`src/rtl/alu_cmd_issuer.sv`:
```
// alu_cmd_issuer: queues ALU commands, issues them one at a time and returns results with timeout abort
module alu_cmd_issuer #(
  parameter int DEPTH = 4,
  parameter int TIMEOUT = 255
) (
  input  logic                     clk,
  input  logic                     rst,
  input  logic                     push,
  input  logic [7:0]               push_a,
  input  logic [7:0]               push_b,
  input  logic [1:0]               push_op,
  output logic                     full,
  output logic [$clog2(DEPTH):0]   count,
  output logic                     overflow,
  output logic                     start,
  output logic [7:0]               a,
  output logic [7:0]               b,
  output logic [1:0]               op,
  input  logic [2:0]               alu_state,
  input  logic [15:0]              alu_result,
  output logic                     res_valid,
  output logic [15:0]              res_data,
  output logic [1:0]               res_op,
  output logic                     res_err,
  output logic                     busy
);
  localparam int AW = $clog2(DEPTH);
  localparam int TW = $clog2(TIMEOUT + 1);
  typedef enum logic [1:0] {IDLE, ISSUE, BUSY} state_t;
  state_t state;
  logic [17:0] mem [DEPTH];
  logic [AW-1:0] wr_ptr, rd_ptr;
  logic [AW:0] cnt_nxt;
  logic [TW-1:0] tmr;
  logic alu_idle, expired, done, abort, pop, put;
  assign alu_idle = alu_state == 3'b000;
  assign expired = tmr >= TW'(TIMEOUT - 1);
  assign done = state == BUSY && alu_idle;
  // ISSUE stalls while the ALU is still idle; BUSY stalls while it is not
  assign abort = expired && ((state == ISSUE && alu_idle) || (state == BUSY && !alu_idle));
  assign pop = done || abort;
  assign put = push && !full;
  assign cnt_nxt = count + (AW+1)'(put) - (AW+1)'(pop);
  always_ff @(posedge clk) begin
    if (put) mem[wr_ptr] <= {push_op, push_a, push_b};
  end
  always_ff @(posedge clk or negedge rst) begin
    if (!rst) begin
      state <= IDLE;
      wr_ptr <= '0;
      rd_ptr <= '0;
      count <= '0;
      full <= 1'b0;
      overflow <= 1'b0;
      start <= 1'b0;
      a <= '0;
      b <= '0;
      op <= '0;
      tmr <= '0;
      res_valid <= 1'b0;
      res_data <= '0;
      res_op <= '0;
      res_err <= 1'b0;
      busy <= 1'b0;
    end else begin
      if (put) wr_ptr <= wr_ptr + 1'b1;
      if (pop) rd_ptr <= rd_ptr + 1'b1;
      count <= cnt_nxt;
      full <= cnt_nxt == (AW+1)'(DEPTH);
      if (push && full) overflow <= 1'b1;
      res_valid <= 1'b0;
      if (pop) begin
        state <= IDLE;
        start <= 1'b0;
        busy <= 1'b0;
        res_valid <= 1'b1;
        res_op <= op;
        res_err <= !done;
        res_data <= done ? alu_result : '0;
      end else begin
        case (state)
          IDLE: if (count != '0 && alu_idle) begin
            {op, a, b} <= mem[rd_ptr];
            start <= 1'b1;
            busy <= 1'b1;
            tmr <= '0;
            state <= ISSUE;
          end
          ISSUE: begin
            tmr <= tmr + 1'b1;
            if (!alu_idle) begin
              start <= 1'b0;
              state <= BUSY;
            end
          end
          BUSY: tmr <= tmr + 1'b1;
          default: state <= IDLE;
        endcase
      end
    end
  end
endmodule

```
`config.mk`:
```
export PLATFORM = sky130hd
export DESIGN_NAME = alu_cmd_issuer
export DESIGN_NICKNAME = d
export VERILOG_FILES = /design/src/rtl/alu_cmd_issuer.sv
export SDC_FILE = /design/constraint.sdc
export NUM_CORES = 1
export LEC_CHECK = 0
export BUFFER_PORTS_ARGS = -buffer_cell sky130_fd_sc_hd__buf_2
export CORE_MARGIN = 5
export CORE_UTILIZATION = 52
export DETAILED_ROUTE_END_ITERATION = 8
export GPL_TIMING_DRIVEN = 0
export PLACE_DENSITY = 0.74
export SLEW_MARGIN = 20
export SYNTH_ARGS = -nofsm -noshare
export SYNTH_HDL_FRONTEND = slang
export SYNTH_SLANG_ARGS = --single-unit
```
`constraint.sdc`:
```
create_clock -name clk -period 4.3 [get_ports clk]
set_clock_uncertainty 0.05 [all_clocks]
set_input_delay 0.645 -clock clk [delete_from_list [all_inputs] [get_ports clk]]
set_output_delay 0.645 -clock clk [all_outputs]
set_load 0.005 [all_outputs]
```
# [After elaboration in Yosys (flattened, before gate mapping)]
# Memory sizes are Yosys's and may differ from the RTL's. A register that Yosys moved wholly into a read port is not among the register bits.
# Cells that the tools add are included.
[totals] reg_bits=41 mem_bits_rw=72 inputBits=40 out_inout_bits=45 word_cells=70 mem_count=1
[mem_list] name="mem" words=4 word_bits=18 rd=1 rd_clocked_by_memory_dff=1 wr=1 line="31" source="logic [17:0] mem [DEPTH];"
[classes] n_addsub=5 order_cmp=1 n_eq_ne=7 muxes=16 bitwise=1 n_reduce_logical=26
[op_table] op="2-to-1 mux 16 bit" n=1
[op_table] op="one-hot mux 8 bit (2 select lines)" n=1
[op_table] op="AND reduction 3 bit" n=4
[op_table] op="adder 8 x 1 -> 8 bit, second input constant" n=1
[op_table] op=">= comparator 8 bit, second input constant" n=1
[op_table] op="2-to-1 mux 1 bit" n=8
[op_table] op="2-to-1 mux 8 bit" n=1
[op_table] op="logical AND 1 bit" n=7
[op_table] op="2-to-1 mux 2 bit" n=3
[op_table] op="!= test 3 bit, second input constant" n=2
[op_table] op="one-hot mux 2 bit (3 select lines)" n=1
[op_table] op="nonzero test 2 bit" n=3
[op_table] op="nonzero test 3 bit" n=2
[op_table] op="adder 2 x 1 -> 2 bit, second input constant" n=2
[op_table] op="logical NOT 1 bit" n=4
[op_table] op="!= test 2 bit, second input constant" n=2
[op_table] op="adder 3 x 1 -> 3 bit" n=1
[op_table] op="== test 3 bit, second input constant" n=1
[op_table] op="logical NOT 3 bit" n=1
[op_table] op="subtractor 3 x 1 -> 3 bit" n=1
[op_table] op="== test 2 x 1 -> 1 bit, second input constant" n=1
[op_table] op="== test 2 bit, second input constant" n=1
[op_table] op="logical NOT 2 bit" n=1
[op_table] op="logical OR 1 bit" n=2
[op_table] op="other kinds (4)" n=4

# [Logic depth before layout (Yosys ltp)]
[logic_depth] word_depth=8 ltp_mapped=13 mapped_depth_nobuf=13

# [Least setup slack after synthesis]
# OpenSTA, ideal clock, no wires.
[synth_path] path_type="input-to-reg" from="in alu_state[2]" to="reg full" arrival_ns=2.803 required_ns=4.162 slack_ns=1.359 path_stages=11 n_path_buf=0 path_cell_list="or4b_4 nor3_4 a21oi_4 inv_1 ha_1 inv_1 ha_1 fa_1 xor2_1 xnor2_1 nor3b_1"
[synth_between] elab_chain_cells=8
[synth_lines] element="start: declaration" line="19" source="input logic [2:0] alu_state,"
[synth_lines] element="logical NOT 3 bit *" line="36" source="assign alu_idle = alu_state == 3'b000;"
[synth_lines] element="logical NOT 1 bit"
[synth_lines] element="logical AND 1 bit" line="40" source="assign abort = expired && ((state == ISSUE && alu_idle) || (state == BUSY && !alu_idle));"
[synth_lines] element="logical OR 1 bit" line="40"
[synth_lines] element="logical AND 1 bit" line="40"
[synth_lines] element="logical OR 1 bit *" line="41" source="assign pop = done || abort;"
[synth_lines] element="named net pop" line="35" source="logic alu_idle, expired, done, abort, pop, put;"
[synth_lines] element="subtractor 3 x 1 -> 3 bit *" line="43" source="assign cnt_nxt = count + (AW+1)'(put) - (AW+1)'(pop);"
[synth_lines] element="named net cnt_nxt[2]" line="33" source="logic [AW:0] cnt_nxt;"
[synth_lines] element="== test 3 bit *" line="69" source="full <= cnt_nxt == (AW+1)'(DEPTH);"
[synth_lines] element="end signal: assignment" line="69"
[synth_lines] element="end: declaration" line="12" source="output logic full,"
# The timed path passes the listed nets; every way through them passes the cells marked *.
# A chain may end at the register's enable or synchronous reset.

# [Worst setup path after layout]
[layout_path] from="reg tmr[0]" to="reg full"
[layout_between] elab_chain_cells=5
[layout_lines] element="start: declaration" line="34" source="logic [TW-1:0] tmr;"
[layout_lines] element="start signal: assignment" line="90" source="tmr <= tmr + 1'b1;"
[layout_lines] element="start signal: assignment" line="96" source="BUSY: tmr <= tmr + 1'b1;"
[layout_lines] element=">= comparator 8 bit" line="37" source="assign expired = tmr >= TW'(TIMEOUT - 1);"
[layout_lines] element="logical AND 1 bit" line="40"
[layout_lines] element="logical OR 1 bit" line="41"
[layout_lines] element="named net pop" line="35"
[layout_lines] element="subtractor 3 x 1 -> 3 bit" line="43"
[layout_lines] element="named net cnt_nxt[2]" line="33"
[layout_lines] element="== test 3 bit" line="69"
# The timed path passes the listed nets, and every way through them passes these cells.

==> impl_metrics.env <==
export IMPL_drtIter0Drc=136
export IMPL_finalPower_uw=4480
export IMPL_synth_nets=359
export IMPL_arrival_ns=3.63
export IMPL_hp_class="primary input to async pin"
export IMPL_max_slew_margin=0.320
export IMPL_grt_pass1_vias=3169
export IMPL_clkSlewWorstSetupHoldPaths_ns=0.06
export IMPL_dieWidth_um=111
export IMPL_yosysWarnings=0
export IMPL_synth_top_area_frac=0.410
export IMPL_htreeDepth=4
export IMPL_clock_power_share=0.332
export IMPL_synth_async_sr_flop_share=0.450
export IMPL_ioPinCount=85
export IMPL_p_leak_uw=0.00270
export IMPL_drt_total_wl_mm=10.0
export IMPL_synth_ff_type="edfxtp_1"
export IMPL_dpl_cell_area_sq_um=5860
export IMPL_fin_crit_sh=0.756
export IMPL_ys_types=45
export IMPL_netSwitchingFraction=0.282
export IMPL_grt_max_degree=60
export IMPL_antenna_found_initial=0
export IMPL_grt_pass1_wl_mm=16.6
export IMPL_cts_tree="built"
export IMPL_vias_per_cell=5.44
export IMPL_remaining_drc_errors=0
export IMPL_fp_coreArea_sq_um=9820
export IMPL_drive_gt1_frac=0.388
export IMPL_fin_nets=462
export IMPL_cp_required_ns=4.68
export IMPL_fin_cells=556
export IMPL_place_inst=524
export IMPL_crit_path_start_kind="flip-flop"
export IMPL_hold_buffers=0
export IMPL_tightest_slew_ns=1.02
export IMPL_post_cts_resize_count=0
export IMPL_synth_commonest_cells="edfxtp_1, dfrtp_1, mux4_2, nand2_1, a22o_1"
export IMPL_final_setup_viol_count=0
export IMPL_track_usage=0.173
export IMPL_synth_top_area_cell="edfxtp_1"
export IMPL_io_buffers=84
export IMPL_drv_cap=0
export IMPL_design_area_sq_um=6470
export IMPL_syn_area_sq_um=5270
export IMPL_cts_buffers=17
export IMPL_die_area_sq_um=12200
export IMPL_postSynthCellCount=307
export IMPL_combPwrFrac=0.255
export IMPL_final_hold_viol_count=0
export IMPL_fmax_mhz=308
export IMPL_postCtsSetupBuffers=0
export IMPL_rsz0062_at_grt="false"
export IMPL_end_kind="flip-flop"
export IMPL_finalMaxSlewViolations=0
export IMPL_pwr_share_seq=0.413
export IMPL_crit_type="flip-flop to flip-flop"
export IMPL_start_util=0.536
export IMPL_post_dp_hpwl_mm=6.43
export IMPL_gp_congestion=0.792
export IMPL_clockBufferDepth=2
export IMPL_internal_power_uw=3220
export IMPL_clk_latency_ns=0.51
export IMPL_die_h_um=111
export IMPL_overflow=0
export IMPL_status="complete, no violations"
export IMPL_num_rows=36
export IMPL_power_density_nw_per_um2=692
export IMPL_yosys_top_cells_area="edfxtp_1, dfrtp_1, mux4_2, mux2_4, a22o_1"
export IMPL_post_synth_top_count_cell="edfxtp_1"
export IMPL_vias=3027
export IMPL_firstDrtPassIters=6
export IMPL_final_setup_tns_ns=0
export IMPL_critPathMaxFanout=7
export IMPL_dp_slack_ns=0.960
export IMPL_peakVddDrop_uv=363
export IMPL_ant_nets=0
export IMPL_power_switching_uw=1260
export IMPL_n_antenna_cell=0
export IMPL_synth_edf_count=72
export IMPL_wl_per_cell_um=18.0
export IMPL_cts_root_buf="clkbuf_8"
export IMPL_layout_min_cycle_time_ns=3.25
export IMPL_cts_sinks=131
export IMPL_syn_area_per_cell_sq_um=17.2
export IMPL_timing_final_ws_setup_ns=1.05
export IMPL_syn2layout_area_growth_pct=22.9
export IMPL_yosysSeqAreaShare=0.691
export IMPL_synth_seq_cells=131
[power groups by stage]
stage / Sequential (uW) / Combinational (uW) / Clock, uW
global placement: 1860 / 1130 / 0
detailed placement: 1870 / 1160 / 0
finish: 1850 / 1140 / 1490
CTS: 1850 / 1180 / 1510
global route: 1890 / 1260 / 1580
floorplan: 1850 / 750 / 0
[worst max-delay path: stages (launching register included)]
cell	delay [ns]
dfrtp_1	0.40
inv_1	0.09
ha_1	0.21
o211ai_2	0.28
o21ai_2	0.14
a21oi_4	0.32
inv_1	0.23
ha_1	0.33
inv_1	0.04
ha_1	0.18
fa_1	0.38
xor2_1	0.16
xnor2_1	0.17
nor3b_1	0.19
[metal layers]
layer  GRT usage  wire length (um)
met1       0.214              4300
met2       0.288              5030
met3      0.0547               523
met4      0.0616               171
met5           0                 0
[state kept, by name, summed over array words and instances (netlist names)]
register and cells:
mem 72, res_data 16, a 8, b 8, tmr 8, count 3, op 2, rd_ptr 2
res_op 2, state 2, wr_ptr 2, busy 1, full 1, overflow 1, res_err 1, res_valid 1
start 1
[logic make-up after synthesis]
logic type	Yosys count	synth area share
buf+inv	25	0.0214
fa+ha+maj	12	0.0299
compound gates	42	0.0658
xor+xnor	5	0.00831
simple gates	54	0.0575
mux	38	0.126
flops	131	0.691
[path summary, 6_finish.rpt]
check                           startpoint           to  slack (ns)  depth (start not counted)
max in group asynchronous              rst       tmr[0]        3.56                          1
worst max register to register      tmr[0]         full        1.05                         13
worst max-delay path                tmr[0]         full        1.05                         13
worst min register to register    overflow     overflow        0.41                          1
min in group clk                 push_b[2]    mem[0][2]        0.29                          1
worst min-delay path                   rst  res_data[0]        0.15                          1
[through the flow]
stage / util / hold slack [ns]
2_1_floorplan: - / 0.299
3_3_place_gp: 0.596 / 0.384
3_5_place_dp: 0.596 / 0.409
4_1_cts: 0.659 / 0.165
5_1_grt: 0.659 / 0.214
6_report: 0.659 / 0.153
[placed cells by master, fill, tap and decap left out, types with 2 or more instances in the layout]
| master | count |
|---|---|
| nor3_1 | 2 |
| or2_2 | 3 |
| nand4_1 | 2 |
| clkinv_4 | 3 |
| buf_1 | 2 |
| and3_1 | 2 |
| inv_1 | 14 |
| mux4_2 | 18 |
| o21ai_0 | 6 |
| mux2_2 | 8 |
| or3_1 | 3 |
| mux2i_1 | 2 |
| o2bb2ai_1 | 6 |
| clkbuf_1 | 6 |
| ha_1 | 11 |
| o22ai_1 | 2 |
| mux2_4 | 10 |
| nand3_1 | 5 |
| nor2_1 | 6 |
| bufinv_16 | 4 |
| inv_6 | 3 |
| nand2_1 | 18 |
| buf_2 | 85 |
| a21o_1 | 2 |
| a21oi_1 | 2 |
| and2_1 | 5 |
| clkbuf_16 | 16 |
| clkinvlp_4 | 3 |
| xnor2_1 | 4 |
| edfxtp_1 | 72 |
| a22o_1 | 17 |
| dfrtp_1 | 59 |
[cell type report]
class / instances / area [sq um]
Tap cell: 133 / 166
Fill cell: 706 / 3340
Buffer: 11 / 60.1
Multi-Input combinational cell: 151 / 1520
Sequential cell: 131 / 3640
Inverter: 14 / 52.6
Clock buffer: 17 / 414
Clock inverter: 15 / 204
Timing Repair Buffer: 84 / 423
(Power assumes the default switching activity.)
